File: src/rtl/dragon_io_pkg.sv
// Shared constants and types for the dragon I/O slice.
// Counter widths live here so every block that uses them sizes its registers the same way.
package dragon_io_pkg;

   localparam int CNT_W          = 20;  // dwell counter width
   localparam int PEND_W         = 3;   // queued-edge counter width
   localparam int DEBOUNCE_CNT_W = 16;  // upstream debounce counter width

   // The four ways the queued-edge count can move in a single cycle.
   typedef enum logic [1:0] {
      PEND_KEEP,
      PEND_INC,
      PEND_DEC,
      PEND_DROP
   } pend_op_e;

endpackage

File: src/rtl/dwell_driver_if.sv
// Level-in / level-out bundle of the dwell driver, together with its status outputs.
// The producer of din uses the master modport and the driver uses the slave modport.
interface dwell_driver_if import dragon_io_pkg::*; ();

   logic              din;
   logic              dout;
   logic              busy;
   logic [PEND_W-1:0] pending;
   logic              overflow;

   modport master (
      output din,
      input  dout, busy, pending, overflow
   );

   modport slave (
      input  din,
      output dout, busy, pending, overflow
   );

endinterface

File: src/rtl/dwell_driver.sv
// Reproduces a clean input level on dout edge-for-edge, holding each output level for at least HOLD+1 clocks.
// Input edges that arrive during a dwell are queued, up to PEND_MAX of them, and replayed in order afterwards.
module dwell_driver
   import dragon_io_pkg::*;
#(
   parameter int HOLD     = 400000,
   parameter int PEND_MAX = 7
) (
   input  logic           clock,
   input  logic           reset,
   dwell_driver_if.slave  io
);

   localparam logic [CNT_W-1:0]  HOLD_C     = CNT_W'(HOLD);
   localparam logic [PEND_W-1:0] PEND_MAX_C = PEND_W'(PEND_MAX);

   logic              din_q;
   logic [CNT_W-1:0]  cnt_q,      cnt_d;
   logic [PEND_W-1:0] pending_q,  pending_d;
   logic              dout_q,     dout_d;
   logic              overflow_q, overflow_d;
   logic              busy_q,     busy_d;

   logic              din_edge;
   logic              at_hold;
   logic              toggle;
   pend_op_e          pend_op;

   // NOTE: every signal written here gets a default first, so no path can leave one unassigned and infer a latch.
   always_comb begin
      din_edge   = 1'b0;
      at_hold    = 1'b0;
      toggle     = 1'b0;
      pend_op    = PEND_KEEP;
      cnt_d      = cnt_q;
      pending_d  = pending_q;
      dout_d     = dout_q;
      overflow_d = overflow_q;
      busy_d     = 1'b0;

      din_edge = (io.din != din_q);
      at_hold  = (cnt_q == HOLD_C);
      // A toggle is allowed only on the registered pending count, never on an edge arriving in this same cycle.
      toggle   = at_hold && (pending_q != '0);

      if (din_edge && !toggle) begin
         pend_op = (pending_q < PEND_MAX_C) ? PEND_INC : PEND_DROP;
      end else if (toggle && !din_edge) begin
         pend_op = PEND_DEC;
      end

      unique case (pend_op)
         PEND_INC:  pending_d = pending_q + PEND_W'(1);
         PEND_DEC:  pending_d = pending_q - PEND_W'(1);
         PEND_DROP: overflow_d = 1'b1;
         default:   pending_d = pending_q;
      endcase

      if (toggle) begin
         dout_d = ~dout_q;
         cnt_d  = '0;
      end else if (cnt_q < HOLD_C) begin
         cnt_d = cnt_q + CNT_W'(1);
      end

      busy_d = (pending_d != '0) || (cnt_d != HOLD_C);
   end

   // NOTE: sequential state uses non-blocking assignments only, so every register samples pre-edge values.
   always_ff @(posedge clock) begin
      if (reset) begin
         // Come out of reset already aligned with din and with the dwell elapsed, so the first edge is served at once.
         din_q      <= io.din;
         dout_q     <= io.din;
         cnt_q      <= HOLD_C;
         pending_q  <= '0;
         overflow_q <= 1'b0;
         busy_q     <= 1'b0;
      end else begin
         din_q      <= io.din;
         dout_q     <= dout_d;
         cnt_q      <= cnt_d;
         pending_q  <= pending_d;
         overflow_q <= overflow_d;
         busy_q     <= busy_d;
      end
   end

   assign io.dout     = dout_q;
   assign io.busy     = busy_q;
   assign io.pending  = pending_q;
   assign io.overflow = overflow_q;

endmodule
File: src/flat_wrapper.sv
// flat-port wrapper written by rule: the top's interface ports become plain ports
module dwell_driver_flat import dragon_io_pkg::*;
#(
   parameter int HOLD     = 400000,
   parameter int PEND_MAX = 7
)
  (clock, reset, io_din, io_dout, io_busy, io_pending, io_overflow);
  dwell_driver_if io_i ();
  input  logic clock;
  input  logic reset;
  input wire logic [$bits(io_i.din)-1:0] io_din;
  output wire logic [$bits(io_i.dout)-1:0] io_dout;
  output wire logic [$bits(io_i.busy)-1:0] io_busy;
  output wire logic [$bits(io_i.pending)-1:0] io_pending;
  output wire logic [$bits(io_i.overflow)-1:0] io_overflow;
  assign io_i.din = io_din;
  assign io_dout = io_i.dout;
  assign io_busy = io_i.busy;
  assign io_pending = io_i.pending;
  assign io_overflow = io_i.overflow;
  dwell_driver #(.HOLD(HOLD), .PEND_MAX(PEND_MAX)) u_core (.clock(clock), .reset(reset), .io(io_i));
endmodule
File: config.mk
export PLATFORM = sky130hd
export DESIGN_NAME = dwell_driver_flat
export DESIGN_NICKNAME = d
export VERILOG_FILES = /design/src/rtl/dragon_io_pkg.sv /design/src/rtl/dwell_driver_if.sv /design/src/rtl/dwell_driver.sv /design/src/flat_wrapper.sv
export SDC_FILE = /design/constraint.sdc
export NUM_CORES = 1
export LEC_CHECK = 0
export BUFFER_PORTS_ARGS = -buffer_cell sky130_fd_sc_hd__buf_2
export CAP_MARGIN = 20
export CORE_UTILIZATION = 60
export CTS_CLUSTER_SIZE = 30
export DETAILED_ROUTE_END_ITERATION = 8
export PLACE_DENSITY_LB_ADDON = 0.15
export SYNTH_ARGS = -nofsm -noshare
export SYNTH_HDL_FRONTEND = slang
export SYNTH_SLANG_ARGS = --single-unit
File: constraint.sdc
create_clock -name clock -period 7.02 [get_ports clock]
set_input_delay 1.404 -clock clock [delete_from_list [all_inputs] [get_ports clock]]
set_output_delay 1.404 -clock clock [all_outputs]
set_load 0.005 [all_outputs]
==> flow_metrics.env, run 1 <==
export IMPL_status="completed"
export IMPL_synthTopCellsByArea="dfxtp_1, xnor2_1, nor2_1"
export IMPL_power_switching_mw=0.330
export IMPL_ys_flop_type="dfxtp_1"
export IMPL_worst_r2r_setup_slack_ns=3.50
export IMPL_rsz0062_at_grt="false"
export IMPL_swShare_pct=46.4
export IMPL_cts_setup_buffers=0
export IMPL_vias=1624
export IMPL_r2r_start="u_core.cnt_q[0]$_SDFF_PP0_"
export IMPL_synth_fp_nets=221
export IMPL_setup_tns_ns=0
export IMPL_post_route_cell_area_mm2=0.00183
export IMPL_synth_edf_count=1
export IMPL_multi_input_area_mm2=0.00114
export IMPL_final_fill_count=239
export IMPL_clockRootBuffer="clkbuf_4"
export IMPL_holdWs_ns=0.500
export IMPL_yosys_warnings=0
export IMPL_cp_num_cells=12
export IMPL_cp_top_family="simple AND/OR/NAND/NOR gates"
export IMPL_p_leak_nw=0.720
export IMPL_slowest_stage="fa_1"
export IMPL_fmax_mhz=284
export IMPL_numCtsBuffers=3
export IMPL_postRouteAntennaNets=0
export IMPL_area_growth_pct=2.95
export IMPL_final_max_slew_violation_count=0
export IMPL_setup_viol=0
export IMPL_path_clk_slew_ns=0.15
export IMPL_worst_slew_pin_slew_ns=0.739
export IMPL_grtUsageTotal_pct=27.2
export IMPL_avgRoutedWirePerCell_um=16.3
export IMPL_crit_type="register to register"
export IMPL_ios=9
export IMPL_grt_max_degree=19
export IMPL_slowest_delay_ns=0.52
export IMPL_required_ns=7.28
export IMPL_yosys_area_top_type_share_pct=29.2
export IMPL_period_needed_ns=3.52
export IMPL_finalHoldViolCount=0
export IMPL_cp_end_kind="register"
export IMPL_final_cell_count_no_fill=246
export IMPL_fin_skew_ns=0.00517
export IMPL_async_flop_share_pct=0
export IMPL_regArea_um2=551
export IMPL_worst_path_max_fanout=7
export IMPL_synth_cell_type_count=61
export IMPL_hpwlAfterDp_mm=3.00
export IMPL_syn_area_mm2=0.00178
export IMPL_synth_avg_cell_area_um2=8.29
export IMPL_synth_cells=215
export IMPL_htreeDepth=1
export IMPL_crit_path_start_kind="register"
export IMPL_dieArea_mm2=0.00319
export IMPL_io_buffers=8
export IMPL_gp_congestion=0.898
export IMPL_drc=0
export IMPL_clk_latency_ns=0.33
export IMPL_yosysSeqAreaShare_pct=30.9
export IMPL_nets=222
export IMPL_dp_cells=241
export IMPL_die_w_um=56.5
export IMPL_p_per_area_mw_per_mm2=388
export IMPL_via_per_inst=6.60
export IMPL_cp_endpoint="u_core.io.busy$_SDFF_PP0_"
export IMPL_critical_path_cell_chain="inv_1, ha_1, nand4_1, or4b_1, nor4_1, nand2_1, fa_1, and3_1, o211a_1, a311o_1, o2111a_1, a41oi_1"
export IMPL_grt_pass1_vias=1498
export IMPL_vdd_drop_max_mv=0.313
export IMPL_coreArea_mm2=0.00278
export IMPL_clock_sinks=27
export IMPL_hold_buffers=0
export IMPL_cts_tree="yes"
export IMPL_critPathLaunch="u_core.cnt_q[0]$_SDFF_PP0_"
export IMPL_power_frac_comb_pct=57.1
export IMPL_start_util_pct=64.1
export IMPL_drt_iter0_drc=91
export IMPL_wl_mm=4.00
export IMPL_first_pass_iters=4
export IMPL_seqPwrFrac_pct=33.3
export IMPL_holdCritPathClass="register to register"
export IMPL_antenna_cells=0
export IMPL_synth_seq_cells=27
export IMPL_grt_pass1_wl_mm=6.91
export IMPL_cp_num_buf_inv=1
export IMPL_placementRows=19
export IMPL_p_int_mw=0.382
export IMPL_fin_crit_sh_pct=50.1
export IMPL_post_cts_resized=0
export IMPL_worst_endpoint_arrival_ns=3.78
export IMPL_p_total_mw=0.712
export IMPL_placed_area_mm2=0.00180
export IMPL_drive_above_1_share_pct=11.6
export IMPL_r2r_end="u_core.io.busy$_SDFF_PP0_"
export IMPL_p_clk_share_pct=9.6
export IMPL_yosysTopAreaCell="dfxtp_1"
export IMPL_chipHeight_um=56.5
export IMPL_drv_cap=0
export IMPL_clk_path_buf_depth=2
export IMPL_antenna_found_initial=0
export IMPL_relSlewSlack_pct=50.7
export IMPL_reg2reg_depth=12
export IMPL_gr_total_overflow=0
## state kept, by name, summed over array words and instances, names as in the netlist
register and count:
u_core.io.dout 1, u_core.io.pending 3, u_core.io.busy 1, u_core.cnt_q 20, u_core.io.overflow 1, u_core.din_q 1
## Yosys cell counts, types with 5 or more instances
cell type   n
a21oi_1     7
nor2_1     22
nand3_1     9
nand2_1    16
inv_1       9
xnor2_1    10
a211oi_1    5
and2_1      6
nand4_1     9
dfxtp_1    26
nor3_1      8
clkbuf_1    9
## final cells by class
class                           count  share of cell area [%]
Sequential cell                    27                    30.0
Tap cell                           31                    2.11
Multi-Input combinational cell    166                    62.0
Clock buffer                        4                    1.43
Timing Repair Buffer                9                    2.59
Inverter                            9                    1.84
## placed cells by master (no fill, tap or decap), types with 2 or more instances in the layout
master	synthesis	routed
xnor2_1	10	10
and4_1	2	2
a31oi_1	2	2
a41oi_1	3	3
a21oi_1	7	7
mux2i_1	2	2
and3_1	4	4
a211oi_1	5	5
or4b_1	2	2
nor4_1	2	2
nand2_1	16	16
o21ai_0	3	3
o211ai_1	4	4
and2_1	6	6
nand3_1	9	9
or2_2	2	2
inv_1	9	9
nor2b_1	4	4
ha_1	2	2
a311o_1	2	2
dfxtp_1	26	26
buf_2	3	8
nor2_1	22	22
or3_1	3	3
nand4_1	9	9
o21a_1	4	4
xor2_1	3	3
nor3_1	8	8
clkbuf_4	0	3
## stage by stage
step           setup slack [ns]  utilization (%)
3_3_place_gp               3.00             64.7
3_5_place_dp               2.79             64.7
6_report                   3.50             65.9
5_1_grt                    3.33             65.9
4_1_cts                    3.13             65.7
2_1_floorplan              3.41                -
## cells by family (layout without fill, tap and decap cells)
family | after synthesis | after routing | synth area share [%]
adders and majority gates | 3 | 3 | 2.53
DFF | 27 | 27 | 30.9
and+or+nand+nor | 102 | 102 | 33.1
buffers and inverters | 22 | 22 | 5.27
AOI/OAI and AO/OA | 46 | 46 | 20.7
xor gates and xnor gates | 13 | 13 | 6.39
muxes | 2 | 2 | 1.12
## power groups by stage
| stage | Combinational [mW] | Clock [mW] | Sequential [mW] |
|---|---|---|---|
| after floorplan | 0.342 | 0 | 0.212 |
| after global placement | 0.391 | 0 | 0.238 |
| after detailed placement | 0.402 | 0 | 0.240 |
| after CTS | 0.404 | 0.0700 | 0.236 |
| after global routing | 0.452 | 0.0757 | 0.242 |
| final | 0.407 | 0.0685 | 0.237 |
## worst reg2reg max path: stages, from the launching register on
cell	delay (ns)
dfxtp_1	0.40
inv_1	0.10
ha_1	0.18
nand4_1	0.14
or4b_1	0.51
nor4_1	0.46
nand2_1	0.19
fa_1	0.52
and3_1	0.19
o211a_1	0.21
a311o_1	0.26
o2111a_1	0.14
a41oi_1	0.14
## how the worst min path moves through the flow
| stage | from | end | slack [ns] | depth (start not counted) |
|---|---|---|---|---|
| floorplan | u_core.io.overflow$_SDFFE_PP0N_ | u_core.io.overflow$_SDFFE_PP0N_ | 0.46 | 2 |
| global placement | u_core.io.overflow$_SDFFE_PP0N_ | u_core.io.overflow$_SDFFE_PP0N_ | 0.45 | 2 |
| detailed placement | u_core.io.overflow$_SDFFE_PP0N_ | u_core.io.overflow$_SDFFE_PP0N_ | 0.48 | 2 |
| CTS | u_core.io.overflow$_SDFFE_PP0N_ | u_core.io.overflow$_SDFFE_PP0N_ | 0.51 | 2 |
| global route | u_core.io.overflow$_SDFFE_PP0N_ | u_core.io.overflow$_SDFFE_PP0N_ | 0.56 | 2 |
| finish | u_core.io.overflow$_SDFFE_PP0N_ | u_core.io.overflow$_SDFFE_PP0N_ | 0.50 | 2 |
## per-layer routing
metal  routed length, um  share of wire (%)  global-route usage [%]  vias up
met4                  62                1.5                    7.32        0
met3                 223                5.6                    3.92        8
li1                    -                  -                       -      799
met1                1830                 46                    38.0      765
met5                   0                  0                       0        -
met2                1890                 47                    43.7       52
No activity file was read; power rests on OpenSTA's default activity.
==> inputs of run 2 (changes only) <==
==> constraint.sdc (replaced) <==
create_clock -name clock -period 3.4 [get_ports clock]
set_input_delay 0.68 -clock clock [delete_from_list [all_inputs] [get_ports clock]]
set_output_delay 0.68 -clock clock [all_outputs]
set_load 0.005 [all_outputs]
==> flow_metrics.env, run 2 (synthesis gave the netlist of run 1 again) <==
export IMPL_final_cell_count_no_fill=248
export IMPL_final_max_slew_violation_count=0
export IMPL_drive_above_1_share_pct=12.9
export IMPL_chipHeight_um=56.5
export IMPL_cp_num_buf_inv=1
export IMPL_grt_pass1_vias=1442
export IMPL_placementRows=19
export IMPL_avgRoutedWirePerCell_um=15.6
export IMPL_fin_skew_ns=0.00190
export IMPL_post_cts_resized=0
export IMPL_status="completed"
export IMPL_cp_top_family="simple AND/OR/NAND/NOR gates"
export IMPL_die_w_um=56.5
export IMPL_drv_cap=0
export IMPL_finalWorstSetupSlack_ns=0.268
export IMPL_relSlewSlack_pct=47.0
export IMPL_period_needed_ns=3.13
export IMPL_clockRootBuffer="clkbuf_4"
export IMPL_vdd_drop_max_mv=0.631
export IMPL_dieArea_mm2=0.00319
export IMPL_critical_path_cell_chain="inv_1, ha_1, nand4_1, or4b_1, nor4_2, nand2_1, fa_1, and3_1, o211a_1, a311o_1, o2111a_1, a41oi_1"
export IMPL_antenna_cells=0
export IMPL_hpwlAfterDp_mm=2.90
export IMPL_top_register="u_core.cnt_q"
export IMPL_clk_path_buf_depth=2
export IMPL_required_ns=3.66
export IMPL_area_growth_pct=4.14
export IMPL_drc=0
export IMPL_largest_reg_flops=20
export IMPL_fin_util_pct=66.7
export IMPL_vias=1621
export IMPL_clk_latency_ns=0.32
export IMPL_htreeDepth=1
export IMPL_io_buffers=8
export IMPL_setup_viol=0
export IMPL_hold_buffers=0
export IMPL_start_util_pct=64.1
export IMPL_worst_path_max_fanout=5
export IMPL_post_route_cell_area_mm2=0.00186
export IMPL_ios=9
export IMPL_fmax_mhz=319
export IMPL_numCtsBuffers=3
export IMPL_crit_type="register to register"
export IMPL_final_fill_count=246
export IMPL_via_per_inst=6.54
export IMPL_pre_cts_slack_ns=0.203
export IMPL_clock_sinks=27
export IMPL_dp_cells=244
export IMPL_crit_path_start_kind="register"
export IMPL_placed_area_mm2=0.00182
export IMPL_slowest_delay_ns=0.54
export IMPL_grt_max_degree=19
export IMPL_postRouteAntennaNets=0
export IMPL_final_common_cell="dfxtp_1"
export IMPL_path_clk_slew_ns=0.14
export IMPL_p_leak_nw=0.732
export IMPL_antenna_found_initial=0
export IMPL_p_total_mw=1.49
export IMPL_holdCritPathClass="input pin to register"
export IMPL_fin_crit_sh_pct=92.1
export IMPL_cts_setup_buffers=0
export IMPL_gr_total_overflow=0
export IMPL_drt_iter0_drc=163
export IMPL_worst_endpoint_arrival_ns=3.39
export IMPL_coreArea_mm2=0.00278
export IMPL_grt_pass1_wl_mm=6.68
export IMPL_worst_slew_pin_slew_ns=0.794
export IMPL_rsz0062_at_grt="false"
export IMPL_wl_mm=3.87
export IMPL_grtUsageTotal_pct=26.3
export IMPL_nets=224
export IMPL_gp_congestion=0.981
export IMPL_finalHoldViolCount=0
export IMPL_cts_tree="yes"
export IMPL_slowest_stage="or4b_1"
export IMPL_p_per_area_mw_per_mm2=806
export IMPL_setup_tns_ns=0
export IMPL_layout_common_cells="dfxtp_1, nor2_1, nand2_1"
export IMPL_holdWs_ns=0.482
export IMPL_first_pass_iters=4
export IMPL_cp_end_kind="register"
## run 2: per-layer routing
metal  wire length [um]  global-route usage (%)
met2               1760                    40.5
met3                203                    3.92
met1               1840                    37.2
met5                  0                       0
met4                 65                    9.76
## run 2: area by class of cell
cell class,instances,area [um2],area share [%]
Tap cell,31,38.8,2.09
Timing Repair Buffer,11,62.6,3.37
Inverter,9,33.8,1.82
Multi-Input combinational cell,166,1140,61.6
Sequential cell,27,551,29.7
Clock buffer,4,26.3,1.42
## run 2: worst reg2reg max path: stages, from the launching register on
cell      delay (ns)
dfxtp_1         0.37
inv_1           0.10
ha_1            0.15
nand4_1         0.13
or4b_1          0.54
nor4_2          0.18
nand2_1         0.13
fa_1            0.50
and3_1          0.19
o211a_1         0.22
a311o_1         0.27
o2111a_1        0.14
a41oi_1         0.15
## run 2: worst paths after layout
kind              cells past startpoint  slack, ns                             from                              end
setup reg to reg                     12       0.27       u_core.cnt_q[1]$_SDFF_PP0_        u_core.io.busy$_SDFF_PP0_
hold / removal                        1       0.48                           io_din             u_core.din_q$_DFF_P_
hold reg to reg                       2       0.49  u_core.io.overflow$_SDFFE_PP0N_  u_core.io.overflow$_SDFFE_PP0N_
setup / recovery                     12       0.27       u_core.cnt_q[1]$_SDFF_PP0_        u_core.io.busy$_SDFF_PP0_
## run 2: power by group
part,internal (mW),switching (mW)
combinational,0.377,0.491
sequential,0.384,0.103
clock,0.0460,0.0931
total,0.807,0.688
